[src/rtl/run_sequencer.sv]
// run_sequencer: run controller for the UART-loaded multi-core matrix processor.
// Sequences instruction load, data load, execution and result readback, arbitrates
// the shared instruction/data memory ports, captures the Q/R address words,
// and guards every active phase with a watchdog.
//
// Ports:
//   clk, rstN                 clock, asynchronous active-low reset
//   start, reload_imem        run request pulse and reload selector (sampled from DONE/ERROR)
//   rx_byte_valid             UART byte strobe, routed to the active loader
//   *_rx_done, proc_done,
//   dmem_tx_done              phase completion pulses
//   uart_imem_*, proc_imem_*  instruction memory port sources
//   uart_dmem_*, proc_dmem_*  data memory port sources
//   imem_*, dmem_*            muxed memory ports (combinational)
//   proc_start, tx_start      combinational start pulses
//   rx_end_addr, tx_start_addr,
//   tx_end_addr               captured address words
//   state, busy, error        controller status
//   run_time, run_count       saturating execution timer, completed-run counter
module run_sequencer #(
  parameter int unsigned CORE_COUNT          = 1,
  parameter int unsigned REG_WIDTH           = 12,
  parameter int unsigned DATA_MEM_ADDR_WIDTH = 12,
  parameter int unsigned INS_MEM_ADDR_WIDTH  = 8,
  parameter int unsigned TIME_WIDTH          = 26,
  parameter int unsigned TIMEOUT_CYCLES      = 2**24,
  parameter int unsigned Q_END_LOC           = 7,
  parameter int unsigned R_START_LOC         = 5,
  parameter int unsigned R_END_LOC           = 8
) (
  input  logic                                clk,
  input  logic                                rstN,
  input  logic                                start,
  input  logic                                reload_imem,
  input  logic                                rx_byte_valid,
  input  logic                                imem_rx_done,
  input  logic                                dmem_rx_done,
  input  logic                                proc_done,
  input  logic                                dmem_tx_done,
  input  logic                                uart_imem_wr_en,
  input  logic [INS_MEM_ADDR_WIDTH-1:0]       uart_imem_addr,
  input  logic [INS_MEM_ADDR_WIDTH-1:0]       proc_imem_addr,
  input  logic                                uart_dmem_wr_en,
  input  logic [DATA_MEM_ADDR_WIDTH-1:0]      uart_dmem_addr,
  input  logic [CORE_COUNT*REG_WIDTH-1:0]     uart_dmem_din,
  input  logic                                proc_dmem_wr_en,
  input  logic [DATA_MEM_ADDR_WIDTH-1:0]      proc_dmem_addr,
  input  logic [CORE_COUNT*REG_WIDTH-1:0]     proc_dmem_din,
  output logic                                imem_wr_en,
  output logic [INS_MEM_ADDR_WIDTH-1:0]       imem_addr,
  output logic                                dmem_wr_en,
  output logic [DATA_MEM_ADDR_WIDTH-1:0]      dmem_addr,
  output logic [CORE_COUNT*REG_WIDTH-1:0]     dmem_din,
  output logic                                imem_byte_valid,
  output logic                                dmem_byte_valid,
  output logic                                proc_start,
  output logic                                tx_start,
  output logic [DATA_MEM_ADDR_WIDTH-1:0]      rx_end_addr,
  output logic [DATA_MEM_ADDR_WIDTH-1:0]      tx_start_addr,
  output logic [DATA_MEM_ADDR_WIDTH-1:0]      tx_end_addr,
  output logic [2:0]                          state,
  output logic                                busy,
  output logic                                error,
  output logic [TIME_WIDTH-1:0]               run_time,
  output logic [7:0]                          run_count
);

  localparam int unsigned DAW  = DATA_MEM_ADDR_WIDTH;
  localparam int unsigned WDW  = $clog2(TIMEOUT_CYCLES);
  localparam int unsigned CAPW = (DAW < REG_WIDTH) ? DAW : REG_WIDTH;

  typedef enum logic [2:0] {
    IDLE    = 3'd0,
    RX_IMEM = 3'd1,
    RX_DMEM = 3'd2,
    EXEC    = 3'd3,
    TX_DMEM = 3'd4,
    DONE    = 3'd5,
    ERROR   = 3'd6
  } stateT;

  stateT            curState;
  logic [WDW-1:0]   wdCount;
  logic [DAW-1:0]   prevDmemAddr;
  logic             active;
  logic             expire;
  logic             phaseDone;
  logic             wdKick;
  logic             leaving;
  logic [DAW-1:0]   capVal;

  assign state  = curState;
  assign busy   = active;
  assign error  = (curState == ERROR);
  // Core-0 lane of the UART data word, zero-extended to an address.
  assign capVal = DAW'(uart_dmem_din[CAPW-1:0]);

  // Phase status: completion pulse of the current phase and watchdog activity.
  always_comb begin
    active    = (curState == RX_IMEM) || (curState == RX_DMEM) ||
                (curState == EXEC)    || (curState == TX_DMEM);
    expire    = active && (wdCount == WDW'(TIMEOUT_CYCLES - 1));
    phaseDone = 1'b0;
    wdKick    = 1'b0;
    case (curState)
      RX_IMEM: begin
        phaseDone = imem_rx_done;
        wdKick    = rx_byte_valid;
      end
      RX_DMEM: begin
        phaseDone = dmem_rx_done;
        wdKick    = rx_byte_valid;
      end
      EXEC:    phaseDone = proc_done;
      TX_DMEM: begin
        phaseDone = dmem_tx_done;
        wdKick    = uart_dmem_wr_en || (uart_dmem_addr != prevDmemAddr);
      end
      default: ;
    endcase
    leaving = active && (expire || phaseDone);
  end

  // Memory port arbitration and start pulses.
  always_comb begin
    imem_wr_en      = 1'b0;
    imem_addr       = '0;
    dmem_wr_en      = 1'b0;
    dmem_addr       = '0;
    dmem_din        = '0;
    imem_byte_valid = 1'b0;
    dmem_byte_valid = 1'b0;
    proc_start      = 1'b0;
    tx_start        = 1'b0;
    case (curState)
      RX_IMEM: begin
        imem_wr_en      = uart_imem_wr_en;
        imem_addr       = uart_imem_addr;
        imem_byte_valid = rx_byte_valid;
      end
      RX_DMEM: begin
        dmem_wr_en      = uart_dmem_wr_en;
        dmem_addr       = uart_dmem_addr;
        dmem_din        = uart_dmem_din;
        dmem_byte_valid = rx_byte_valid;
        proc_start      = dmem_rx_done && !expire;
      end
      EXEC: begin
        dmem_wr_en = proc_dmem_wr_en;
        dmem_addr  = proc_dmem_addr;
        dmem_din   = proc_dmem_din;
        imem_addr  = proc_imem_addr;
        tx_start   = proc_done && !expire;
      end
      TX_DMEM: begin
        dmem_wr_en = uart_dmem_wr_en;
        dmem_addr  = uart_dmem_addr;
        dmem_din   = uart_dmem_din;
      end
      default: ;
    endcase
  end

  // Run FSM; watchdog expiry outranks a same-cycle done pulse.
  always_ff @(posedge clk or negedge rstN) begin
    if (!rstN) begin
      curState <= IDLE;
    end else begin
      case (curState)
        IDLE:    if (start) curState <= RX_IMEM;
        RX_IMEM: if (expire) curState <= ERROR; else if (imem_rx_done) curState <= RX_DMEM;
        RX_DMEM: if (expire) curState <= ERROR; else if (dmem_rx_done) curState <= EXEC;
        EXEC:    if (expire) curState <= ERROR; else if (proc_done)    curState <= TX_DMEM;
        TX_DMEM: if (expire) curState <= ERROR; else if (dmem_tx_done) curState <= DONE;
        DONE, ERROR: if (start) curState <= reload_imem ? RX_IMEM : RX_DMEM;
        default: curState <= IDLE;
      endcase
    end
  end

  // Watchdog: restarts on any phase change or sign of link activity.
  always_ff @(posedge clk or negedge rstN) begin
    if (!rstN) begin
      wdCount      <= '0;
      prevDmemAddr <= '0;
    end else begin
      prevDmemAddr <= uart_dmem_addr;
      if (!active || leaving || wdKick) wdCount <= '0;
      else                              wdCount <= wdCount + WDW'(1);
    end
  end

  // Execution timer and completed-run counter.
  always_ff @(posedge clk or negedge rstN) begin
    if (!rstN) begin
      run_time  <= '0;
      run_count <= '0;
    end else begin
      if (proc_start)                            run_time <= '0;
      else if ((curState == EXEC) && ~&run_time) run_time <= run_time + TIME_WIDTH'(1);
      if ((curState == TX_DMEM) && dmem_tx_done && !expire) run_count <= run_count + 8'd1;
    end
  end

  // Q/R address words snooped from the data-load stream; held across runs.
  always_ff @(posedge clk or negedge rstN) begin
    if (!rstN) begin
      rx_end_addr   <= '0;
      tx_start_addr <= '0;
      tx_end_addr   <= '0;
    end else if ((curState == RX_DMEM) && uart_dmem_wr_en) begin
      if (uart_dmem_addr == DAW'(Q_END_LOC))   rx_end_addr   <= capVal;
      if (uart_dmem_addr == DAW'(R_START_LOC)) tx_start_addr <= capVal;
      if (uart_dmem_addr == DAW'(R_END_LOC))   tx_end_addr   <= capVal;
    end
  end

endmodule

[config.mk]
export PLATFORM = sky130hd
export DESIGN_NAME = run_sequencer
export DESIGN_NICKNAME = d
export VERILOG_FILES = /design/src/rtl/run_sequencer.sv
export SDC_FILE = /design/constraint.sdc
export NUM_CORES = 1
export LEC_CHECK = 0
export CAP_MARGIN = 20
export CORE_MARGIN = 10
export CORE_UTILIZATION = 46
export DETAILED_ROUTE_END_ITERATION = 12
export PLACE_DENSITY = 0.91
export SYNTH_ARGS = -nofsm -noshare
export SYNTH_HDL_FRONTEND = slang
export SYNTH_SLANG_ARGS = --single-unit
[constraint.sdc]
create_clock -name clk -period 2.3 [get_ports clk]
set_input_delay 0.575 -clock clk [delete_from_list [all_inputs] [get_ports clk]]
set_output_delay 0.575 -clock clk [all_outputs]
set_load 0.005 [all_outputs]
==> run_results.csv, run 1 <==
group,metric,value,unit
status,status,"complete, but fails checks",
status,violations,"setup timing",
synthesis,synth_seq_area_share,48.5,%
cts,clock-root-buffer,"clkbuf_16",
cells_and_area,layout_commonest_cell,"clkdlybuf4s50_1",
cts,cts_buffer_depth,2,
critical_path,crit_chain,"buf_6, xnor2_4, nor2_4, buf_6, buf_12, buf_6, a22o_1, buf_2",
critical_path,critPathSlowestCell,"dfrtp_2",
synthesis,synth.avg_cell_area,10.8,µm²
synthesis,synth_flop_cell,"dfrtp_1",
cts,clock_sinks,109,
drt,drtIter0Drc,453,
critical_path,end_kind,"primary output",
die,num_io_pins,189,
cts,cts_tree,"done",
placed_design,port_buffers,188,
critical_path,critPathKind,"register to primary output",
global_routing,grt_overflow,0,
timing,slew_headroom,64.5,%
synthesis,synth_area,0.00562,mm²
power_and_ir_drop,leakagePower,0.00409,µW
critical_path,worstReg2RegStart,"state[2]$_DFFE_PN0P_",
drt,viasPerCell,5.83,
synthesis,synth_cell_types,59,
job,max_cap_violations,0,
die,die_x,131,µm
die,die_area,0.0170,mm²
cells_and_area,fillCellCount,737,
drt,drc_errors,0,
drt,first_pass_iters,6,
timing,tightest_slew,0.533,ns
cts,cts_hold_buf,0,
cts,cts_buffers,9,
synthesis,async_flop_share,100,%
synthesis,synth_edf_count,0,
cts,h-tree-depth,3,
global_routing,grt_max_degree,40,
global_routing,grt_pass1_vias,5945,
critical_path,rrSetupSlack,-0.07,ns
drt,vias,5555,
power_and_ir_drop,power,7240,µW
critical_path,crit_path_start_kind,"register",
timing,drv_slew,0,
synthesis,ys_ff_latch,109,
drt,wire_per_inst,22.8,µm
die,num_rows,40,
critical_path,r2r_cells,11,
global_routing,antenna_found_initial,2,
cells_and_area,syn_to_final_growth,58.8,%
cells_and_area,final_cells,953,
critical_path,timing.rr.end,"tx_start_addr[7]$_DFFE_PN0P_",
drt,ant_nets,0,
timing,setup_viol,41,
timing,rsz0062_at_grt,"yes",
synthesis,yosysWarnings,0,
drt,wl,21.8,mm
critical_path,critPathMostFrequentCell,"buf_6",
cells_and_area,layout_common_cells,"clkdlybuf4s50_1, dfrtp_1, buf_4, nor2_1, xnor2_1",
timing,fmax,407,MHz
placed_design,dp_cells,898,
timing,finalHoldViolations,0,
die,die_h,131,µm
critical_path,max_stage_delay,0.45,ns
power_and_ir_drop,power_density,811,mW/mm²
timing,fin_crit,2.46,ns
timing,fin_setup_tns,-1.71,ns
timing,finClkSkew,0.00962,ns
timing,hold_ws,0.208,ns
critical_path,worstPathMaxFanout,7,
cts,clkLatencyLatePin,0.35,ns
cells_and_area,final_layout_size_suffix_gt1_share,27.7,%
critical_path,worstPathArrival,1.88,ns
cells_and_area,nets,878,
global_routing,grt_pass1_wl,32.7,mm
placed_design,hpwl,14.8,mm
synthesis,syn-instance-count,519,
placed_design,place_congestion,0.872,
min_path,hold_path.class,"primary input to asynchronous set/reset pin",
global_routing,gr-usage-all-layers,24.7,%
power_and_ir_drop,ir_drop,0.000537,V
critical_path,worstPathRequired,1.73,ns
timing,finalCritPeriodShare,107,%
cts,path_clk_slew,0.07,ns
synthesis,synth_fp_nets,598,
die,initial_core_util,46.8,%
timing,fin_ws,-0.158,ns
die,core_area,0.0120,mm²
## power by group
group | total, µW | internal, µW | switching, µW
clock | 1470 | 767 | 699
sequential | 2210 | 2050 | 164
combinational | 3560 | 1940 | 1630
## cells in the mapped netlist, drive strengths merged (2+ instances only)
cell type / number / area (µm²)
dfrtp: 109 / 2730
nor2: 55 / 206
mux2: 37 / 454
xnor2: 35 / 307
a22o: 26 / 228
nand2: 25 / 98.8
xor2: 23 / 201
nand3: 21 / 118
nand4: 21 / 131
buf: 19 / 115
a21oi: 16 / 83.8
o21ai: 13 / 65.1
or3: 12 / 80.1
and3: 10 / 63.8
and4: 10 / 88.8
mux2i: 10 / 100
clkbuf: 7 / 26.3
nor3: 7 / 40.0
nor3b: 7 / 57.6
and2: 6 / 37.5
inv: 6 / 22.5
nor4: 6 / 52.6
a211oi: 5 / 42.5
o31ai: 5 / 37.5
nand2b: 4 / 25.0
ha: 3 / 37.5
nor2b: 3 / 18.8
or4: 3 / 26.3
a31oi: 2 / 12.5
nor4b: 2 / 23.8
## state kept, by name, summed over array words and instances (netlist names)
name and flops:
prevDmemAddr 12, run_count 8, run_time 26, rx_end_addr 12
state 3, tx_end_addr 12, tx_start_addr 12, wdCount 24
## worst max-delay path: cells and delay by family, from the launching register on
kind,cells,cell delay [ns]
flip-flops,1,0.45
AO/OA/AOI/OAI,1,0.18
buffers and inverters,5,0.66
AND/OR/NAND/NOR,1,0.05
XOR/XNOR,1,0.18
## area by class of cell
class | count | area, µm² | area share [%]
antenna | 2 | 5.00 | 0.0561
clock buffer | 13 | 250 | 2.80
clock inverter | 3 | 21.3 | 0.238
inverter | 6 | 22.5 | 0.252
multi-input combinational | 379 | 2930 | 32.8
sequential | 109 | 2730 | 30.6
tap | 147 | 184 | 2.06
timing repair buffer | 294 | 2790 | 31.2
## through the flow
stage	setup WS (ns)	utilization, %	cell area (µm²)
3_5_place_dp	-0.471	67.7	8130
6_report	-0.158	74.3	8930
5_1_grt	-0.198	74.3	8920
2_1_floorplan	0.164	-	5620
4_1_cts	-0.155	73.0	8760
3_3_place_gp	-0.464	67.7	8130
## cells by family (layout without fill, tap and decap cells)
logic type | count (synthesis) | count (layout) | share of synthesized area (%)
AND/OR/NAND/NOR | 195 | 196 | 19.4
flip-flops | 109 | 109 | 48.5
AO/OA/AOI/OAI | 74 | 74 | 9.39
adder cells (fa/ha/maj) | 4 | 4 | 0.846
multiplexers | 47 | 47 | 9.86
XOR/XNOR | 58 | 58 | 9.04
other | 0 | 2 | 0
buffers and inverters | 32 | 316 | 2.92
## metal layers
| layer | routed length, µm | GRT usage, % | vias up |
|---|---|---|---|
| li1 | - | - | 2444 |
| met4 | 710 | 10.5 | 0 |
| met1 | 7820 | 25.6 | 2783 |
| met3 | 1790 | 7.98 | 56 |
| met5 | 0 | 0 | - |
| met2 | 11400 | 44.7 | 272 |
## worst max-delay path by stage
stage	start	endpoint	slack, ns	cells after the start
6_report	state[1]$_DFFE_PN0P_	dmem_din[9]	-0.16	8
5_1_grt	state[1]$_DFFE_PN0P_	dmem_din[9]	-0.20	8
4_1_cts	state[2]$_DFFE_PN0P_	dmem_din[7]	-0.15	7
3_5_place_dp	uart_dmem_addr[10]	tx_end_addr[9]$_DFFE_PN0P_	-0.47	6
3_3_place_gp	uart_dmem_addr[10]	tx_end_addr[10]$_DFFE_PN0P_	-0.46	6
2_1_floorplan	state[1]$_DFFE_PN0P_	tx_start	0.16	7
## timing repair
item | in CTS | in global routing
resized for setup | 161 | 41
cloned | 7 | 2
pin swaps | 11 | 27
buffers inserted | 23 | 9
setup endpoints to repair | 52 | 78
(Power assumes the default switching activity.)
==> run 2: changes to the inputs <==
Settings changed: SETUP_SLACK_MARGIN from default to 0.05.
==> run 2 against run 1 <==
Compared with the run above: the flow still finishes with violations (setup timing); maximum frequency is 1.2% higher; total power is 0.59% lower; clock skew is 0.00074 ns lower; via count is 1.0% lower; count of clock-buffer cells in the layout stayed put; sequential power hardly changed; critical endpoint unchanged; largest cell class unchanged; largest power group unchanged.
==> run_results.csv, run 2 (synthesized netlist as in run 1, its figures left out) <==
group,metric,value,unit
status,status,"complete, but fails checks",
status,violations,"setup timing",
placed_design,port_buffers,188,
drt,vias,5499,
drt,wl,21.8,mm
power_and_ir_drop,swShare,34.3,%
placed_design,place_congestion,0.872,
timing,hold_ws,0.215,ns
timing,tightest_slew,0.546,ns
critical_path,critPathSlowestCell,"dfrtp_2",
critical_path,critPathKind,"register to primary output",
die,initial_core_util,46.8,%
cts,cts_buffer_depth,2,
placed_design,hpwl,14.8,mm
global_routing,grt_max_degree,40,
power_and_ir_drop,clkPwrFrac,20.4,%
die,die_h,131,µm
timing,drv_slew,0,
critical_path,path_buf_inv,5,
critical_path,critPathMostFrequentCell,"buf_6",
cells_and_area,num_antenna_cells,0,
critical_path,worstPathArrival,1.85,ns
global_routing,use_met1,25.5,%
die,core_area,0.0120,mm²
power_and_ir_drop,p_comb_share,48.8,%
cts,cts_buffers,9,
global_routing,grt_pass1_vias,6004,
critical_path,crit_family,"buffers and inverters",
drt,drtIter0Drc,526,
global_routing,grt_pass1_wl,33.0,mm
timing,fin_crit,2.43,ns
die,num_rows,40,
critical_path,crit_chain,"buf_6, xnor2_4, nor2_4, buf_6, buf_12, buf_6, a22o_1, buf_2",
die,die_x,131,µm
power_and_ir_drop,ir_drop,0.000488,V
power_and_ir_drop,switchingPower,2470,µW
drt,viasPerCell,5.80,
drt,drc_errors,0,
timing,finalHoldViolations,0,
power_and_ir_drop,leakagePower,0.00408,µW
timing,slew_headroom,63.6,%
critical_path,crit_path_start_kind,"register",
cells_and_area,final_layout_size_suffix_gt1_share,28.3,%
global_routing,grt_busiest_layer,"met2",
cells_and_area,layout_common_cells,"clkdlybuf4s50_1, dfrtp_1, buf_4, nor2_1, xnor2_1",
cells_and_area,regMostFlops,"run_time",
cts,path_clk_slew,0.07,ns
power_and_ir_drop,internal_power,4730,µW
cts,clkLatencyLatePin,0.35,ns
timing,finalCritPeriodShare,106,%
critical_path,end_kind,"primary output",
drt,first_pass_iters,5,
timing,fin_ws,-0.128,ns
cells_and_area,reg_top3,"run_time: 26 flops, wdCount: 24 flops",
cells_and_area,nets,875,
job,max_cap_violations,0,
die,num_io_pins,189,
timing,finClkSkew,0.00887,ns
global_routing,grt_use_met2,45.6,%
timing,setup_viol,27,
power_and_ir_drop,seqPwrFrac,30.8,%
drt,ant_nets,0,
timing,rsz0062_at_grt,"yes",
global_routing,use_met3,7.98,%
cells_and_area,layout_commonest_cell,"clkdlybuf4s50_1",
cts,h-tree-depth,3,
die,die_area,0.0170,mm²
cells_and_area,syn_to_final_growth,58.8,%
min_path,hold_path.class,"primary input to asynchronous set/reset pin",
critical_path,max_stage_delay,0.44,ns
critical_path,worstPathRequired,1.73,ns
critical_path,worstPathMaxFanout,7,
power_and_ir_drop,power_density,806,mW/mm²
placed_design,dpl_worst_slack,-0.471,ns
cells_and_area,largest_reg_flops,26,
global_routing,antenna_found_initial,0,
cts,clock_sinks,109,
global_routing,grt_overflow,0,
global_routing,gr-usage-all-layers,24.8,%
timing,fmax,412,MHz
drt,wire_per_inst,23.0,µm
cts,cts_tree,"done",
cts,clock-root-buffer,"clkbuf_16",
[run 2: cell count changes in the layout (fill, tap and decap cells not counted), sizes merged]
| cell | previous run | this run |
|---|---|---|
| dlygate4sd2 | 15 | 13 |
| buf | 132 | 130 |
| clkdlybuf4s15 | 2 | 1 |
| clkbuf | 16 | 18 |
| diode | 2 | 0 |
[run 2: final timing paths]
check	from	endpoint	slack, ns	cells after the start
max	state[1]$_DFFE_PN0P_	dmem_din[9]	-0.13	8
min	rstN	state[0]$_DFFE_PN0P_	0.21	1
max reg2reg	state[0]$_DFFE_PN0P_	tx_end_addr[5]$_DFFE_PN0P_	-0.01	8
min reg2reg	run_count[7]$_DFFE_PN0P_	run_count[7]$_DFFE_PN0P_	0.48	1
max in group asynchronous	rstN	tx_end_addr[6]$_DFFE_PN0P_	1.44	2
min in group clk	run_count[7]$_DFFE_PN0P_	run_count[7]$_DFFE_PN0P_	0.48	1
[run 2: final cells by class]
cell class | instances | area (µm²)
Clock buffer | 13 | 250
Clock inverter | 3 | 21.3
Fill cell | 746 | 3080
Inverter | 6 | 22.5
Multi-Input combinational cell | 379 | 2970
Sequential cell | 109 | 2730
Tap cell | 147 | 184
Timing Repair Buffer | 291 | 2750
[run 2: power groups by stage]
stage / clock network, µW / logic [µW] / registers [µW]
floorplan: 0 / 1160 / 2220
global placement: 0 / 2650 / 2240
detailed placement: 0 / 2750 / 2260
CTS: 1480 / 3460 / 2210
finish: 1470 / 3510 / 2220
global route: 1560 / 3700 / 2240
[run 2: repair_timing]
action / 4_1_cts / 5_1_grt
setup endpoints to repair: 52 / 94
resized for setup: 176 / 42
gates cloned: 7 / 2
buffers inserted: 23 / 7
hold buffers: 0 / 0
pin swaps: 12 / 32
[run 2: stage by stage]
stage                     cells  utilization [%]  power, µW  instance area (µm²)  setup TNS (ns)
after floorplan             519                -       3380                 5620               0
after global placement      898             67.7       4890                 8130          -15.46
after detailed placement    898             67.7       5020                 8130          -18.70
after CTS                   943             73.3       7150                 8800           -2.44
after global routing        948             74.3       7500                 8930           -3.29
final                       948             74.3       7200                 8930           -1.24
[run 2: per-layer routing]
metal | vias to the layer above | wire (µm) | part of all wire [%]
met1 | 2731 | 7840 | 36
met5 | - | 0 | 0
met2 | 288 | 11600 | 53
met3 | 46 | 1790 | 8.2
li1 | 2434 | - | -
met4 | 0 | 588 | 2.7
==> run 3: changes to the inputs <==
Settings changed: ABC_AREA from default to 1, CORE_UTILIZATION 46 to 48.
==> run 3 against run 2 <==
Compared with the run above: the run still ends with setup timing left; synthesized cell count grew 63%; sequential cell count is the same; final cell count up 37%; synthesized area is 16% higher; via count is 27% higher; clock power up 7%; largest cell class unchanged; largest power group unchanged.
==> run_results.csv, run 3 <==
group,metric,value,unit
critical_path,worstPathArrival,1.79,ns
critical_path,worstReg2RegStart,"state[0]$_DFFE_PN0P_",
timing,slew_headroom,59.0,%
cells_and_area,post-route-util,73.0,%
cells_and_area,layout_commonest_cell,"nand2_1",
synthesis,syn-instance-count,846,
drt,wl_met2,12.3,mm
status,status,"complete, but fails checks",
global_routing,gr-usage-all-layers,23.9,%
synthesis,yosysWarnings,0,
synthesis,yosys-top-cells-area,"dfrtp_1, nand2_1, nor2_1",
timing,rsz0062_at_grt,"yes",
global_routing,grt_pass1_wl,35.4,mm
drt,vias,6974,
cts,clock-root-buffer,"clkbuf_16",
cts,h-tree-depth,3,
global_routing,grt_max_degree,51,
cells_and_area,num_antenna_cells,0,
global_routing,antenna_found_initial,0,
cells_and_area,largest_reg_flops,26,
synthesis,async_flop_share,100,%
die,die_x,137,µm
global_routing,grt_overflow,0,
drt,wl,24.5,mm
job,max_cap_violations,0,
synthesis,synth.avg_cell_area,7.70,µm²
placed_design,place_congestion,0.947,
synthesis,synth_seq_area_share,41.9,%
die,initial_core_util,49.0,%
cells_and_area,nets,1193,
die,num_rows,42,
synthesis,synth_top_area_cell,"dfrtp_1",
timing,tightest_slew,0.609,ns
drt,top_layer,"met4",
cts,clock_sinks,109,
timing,fin_setup_tns,-0.496,ns
cts,cts_tree,"done",
cells_and_area,final_cells,1295,
drt,viasPerCell,5.39,
critical_path,timing.rr.end,"run_time[0]$_DFFE_PN0P_",
synthesis,post-synth-top-area-fraction,41.9,%
synthesis,ys_ff_latch,109,
timing,drv_slew,0,
die,core_area,0.0133,mm²
critical_path,end_kind,"primary output",
synthesis,synth_fp_nets,925,
cts,cts_buffer_depth,2,
cts,path_clk_slew,0.08,ns
critical_path,rrSetupSlack,0.22,ns
die,die_area,0.0186,mm²
cells_and_area,layout_common_cells,"nand2_1, clkdlybuf4s50_1, dfrtp_1, nor2_1, inv_1",
drt,wl_met3,2.90,mm
critical_path,critPathKind,"register to primary output",
placed_design,dp_cells,1251,
timing,fin_crit,2.36,ns
power_and_ir_drop,ir_drop,0.000611,V
cts,cts_buffers,9,
cells_and_area,final_layout_size_suffix_gt1_share,23.3,%
synthesis,synth_cell_types,32,
critical_path,crit_path_start_kind,"register",
timing,setup_viol,18,
critical_path,r2r_cells,9,
die,die_h,137,µm
placed_design,hpwl,16.4,mm
cts,cts_hold_buf,0,
power_and_ir_drop,power_density,771,mW/mm²
timing,fin_ws,-0.0621,ns
critical_path,cp-endpoint,"dmem_addr[11]",
critical_path,worstPathRequired,1.73,ns
drt,first_pass_iters,5,
synthesis,synth_area,0.00652,mm²
drt,drt-met1-wl,8.36,mm
min_path,hold_path.class,"primary input to asynchronous set/reset pin",
drt,drtIter0Drc,567,
cells_and_area,regMostFlops,"run_time",
synthesis,synthTopCellsByCount,"nand2_1, dfrtp_1, nor2_1",
drt,ant_nets,0,
timing,finalCritPeriodShare,103,%
status,violations,"setup timing",
synthesis,synth_most_common_cell,"nand2_1",
timing,finalHoldViolations,0,
critical_path,worstPathMaxFanout,12,
power_and_ir_drop,leakagePower,0.00462,µW
die,num_io_pins,189,
timing,hold_ws,0.183,ns
global_routing,grt_pass1_vias,7035,
synthesis,synth_edf_count,0,
cts,clkLatencyLatePin,0.36,ns
cells_and_area,reg_top3,"run_time: 26 flops, wdCount: 24 flops",
critical_path,crit_path_start,"state[0]$_DFFE_PN0P_",
drt,wire_per_inst,19.0,µm
cells_and_area,syn_to_final_growth,48.9,%
timing,finClkSkew,0.0129,ns
timing,fmax,423,MHz
drt,drc_errors,0,
synthesis,synth_flop_cell,"dfrtp_1",
placed_design,port_buffers,188,
==> run 3: worst min path at each step <==
stage	startpoint	to	slack [ns]
floorplan	rstN	prevDmemAddr[0]$_DFF_PN0_	0.28
global route	rstN	wdCount[23]$_DFF_PN0_	0.20
CTS	rstN	run_time[11]$_DFFE_PN0P_	0.19
detailed placement	rx_end_addr[6]$_DFFE_PN0P_	rx_end_addr[6]$_DFFE_PN0P_	0.48
global placement	tx_end_addr[2]$_DFFE_PN0P_	tx_end_addr[2]$_DFFE_PN0P_	0.47
finish	rstN	wdCount[20]$_DFF_PN0_	0.18
==> run 3: per-stage QoR <==
| stage | setup slack, ns | total power, µW | cell area, µm² |
|---|---|---|---|
| 2_1_floorplan | 0.272 | 3720 | 6520 |
| 3_3_place_gp | -0.277 | 5200 | 9010 |
| 3_5_place_dp | -0.310 | 5260 | 9010 |
| 4_1_cts | -0.0586 | 6930 | 9440 |
| 5_1_grt | -0.122 | 7800 | 9700 |
| 6_report | -0.0621 | 7480 | 9700 |
==> run 3: cell families after synthesis <==
group	after synthesis	share of synthesized area (%)
simple gates	500	37.6
buf+inv	113	8.27
flops	109	41.9
compound gates	80	6.24
xor+xnor	41	5.51
fa+ha+maj	3	0.576
==> run 3: repair_timing <==
| item | in CTS | in global routing |
|---|---|---|
| gates resized for setup | 180 | 82 |
| cloned | 2 | 3 |
| setup endpoints to repair | 40 | 39 |
| pin swaps | 8 | 13 |
| buffers inserted | 15 | 9 |
==> run 3: worst max-delay path, cell delays in order (launching register included) <==
cell and delay [ns]:
dfrtp_2 0.49, nor2_4 0.16, nand2_2 0.12, nand2_2 0.11, inv_4 0.07, buf_12 0.15
o21ai_2 0.15, buf_2 0.16
==> run 3: routing by layer <==
metal / up-vias / GRT usage (%)
met5: - / 0
met4: 0 / 9.05
met3: 80 / 11.4
met2: 402 / 41.3
met1: 3290 / 24.5
li1: 3202 / -
==> run 3: power by group <==
group          switching [µW]  internal [µW]
Clock                     780            792
Combinational            2070           1670
Sequential                149           2020
Total                    3000           4490
==> run 3: area by class of cell <==
| type | count | area (µm²) |
|---|---|---|
| fill | 896 | 3590 |
| clock inverter | 5 | 48.8 |
| multi-input combinational | 624 | 3440 |
| timing repair buffer | 280 | 2660 |
| tap | 176 | 220 |
| clock buffer | 11 | 243 |
| inverter | 90 | 360 |
| sequential | 109 | 2730 |
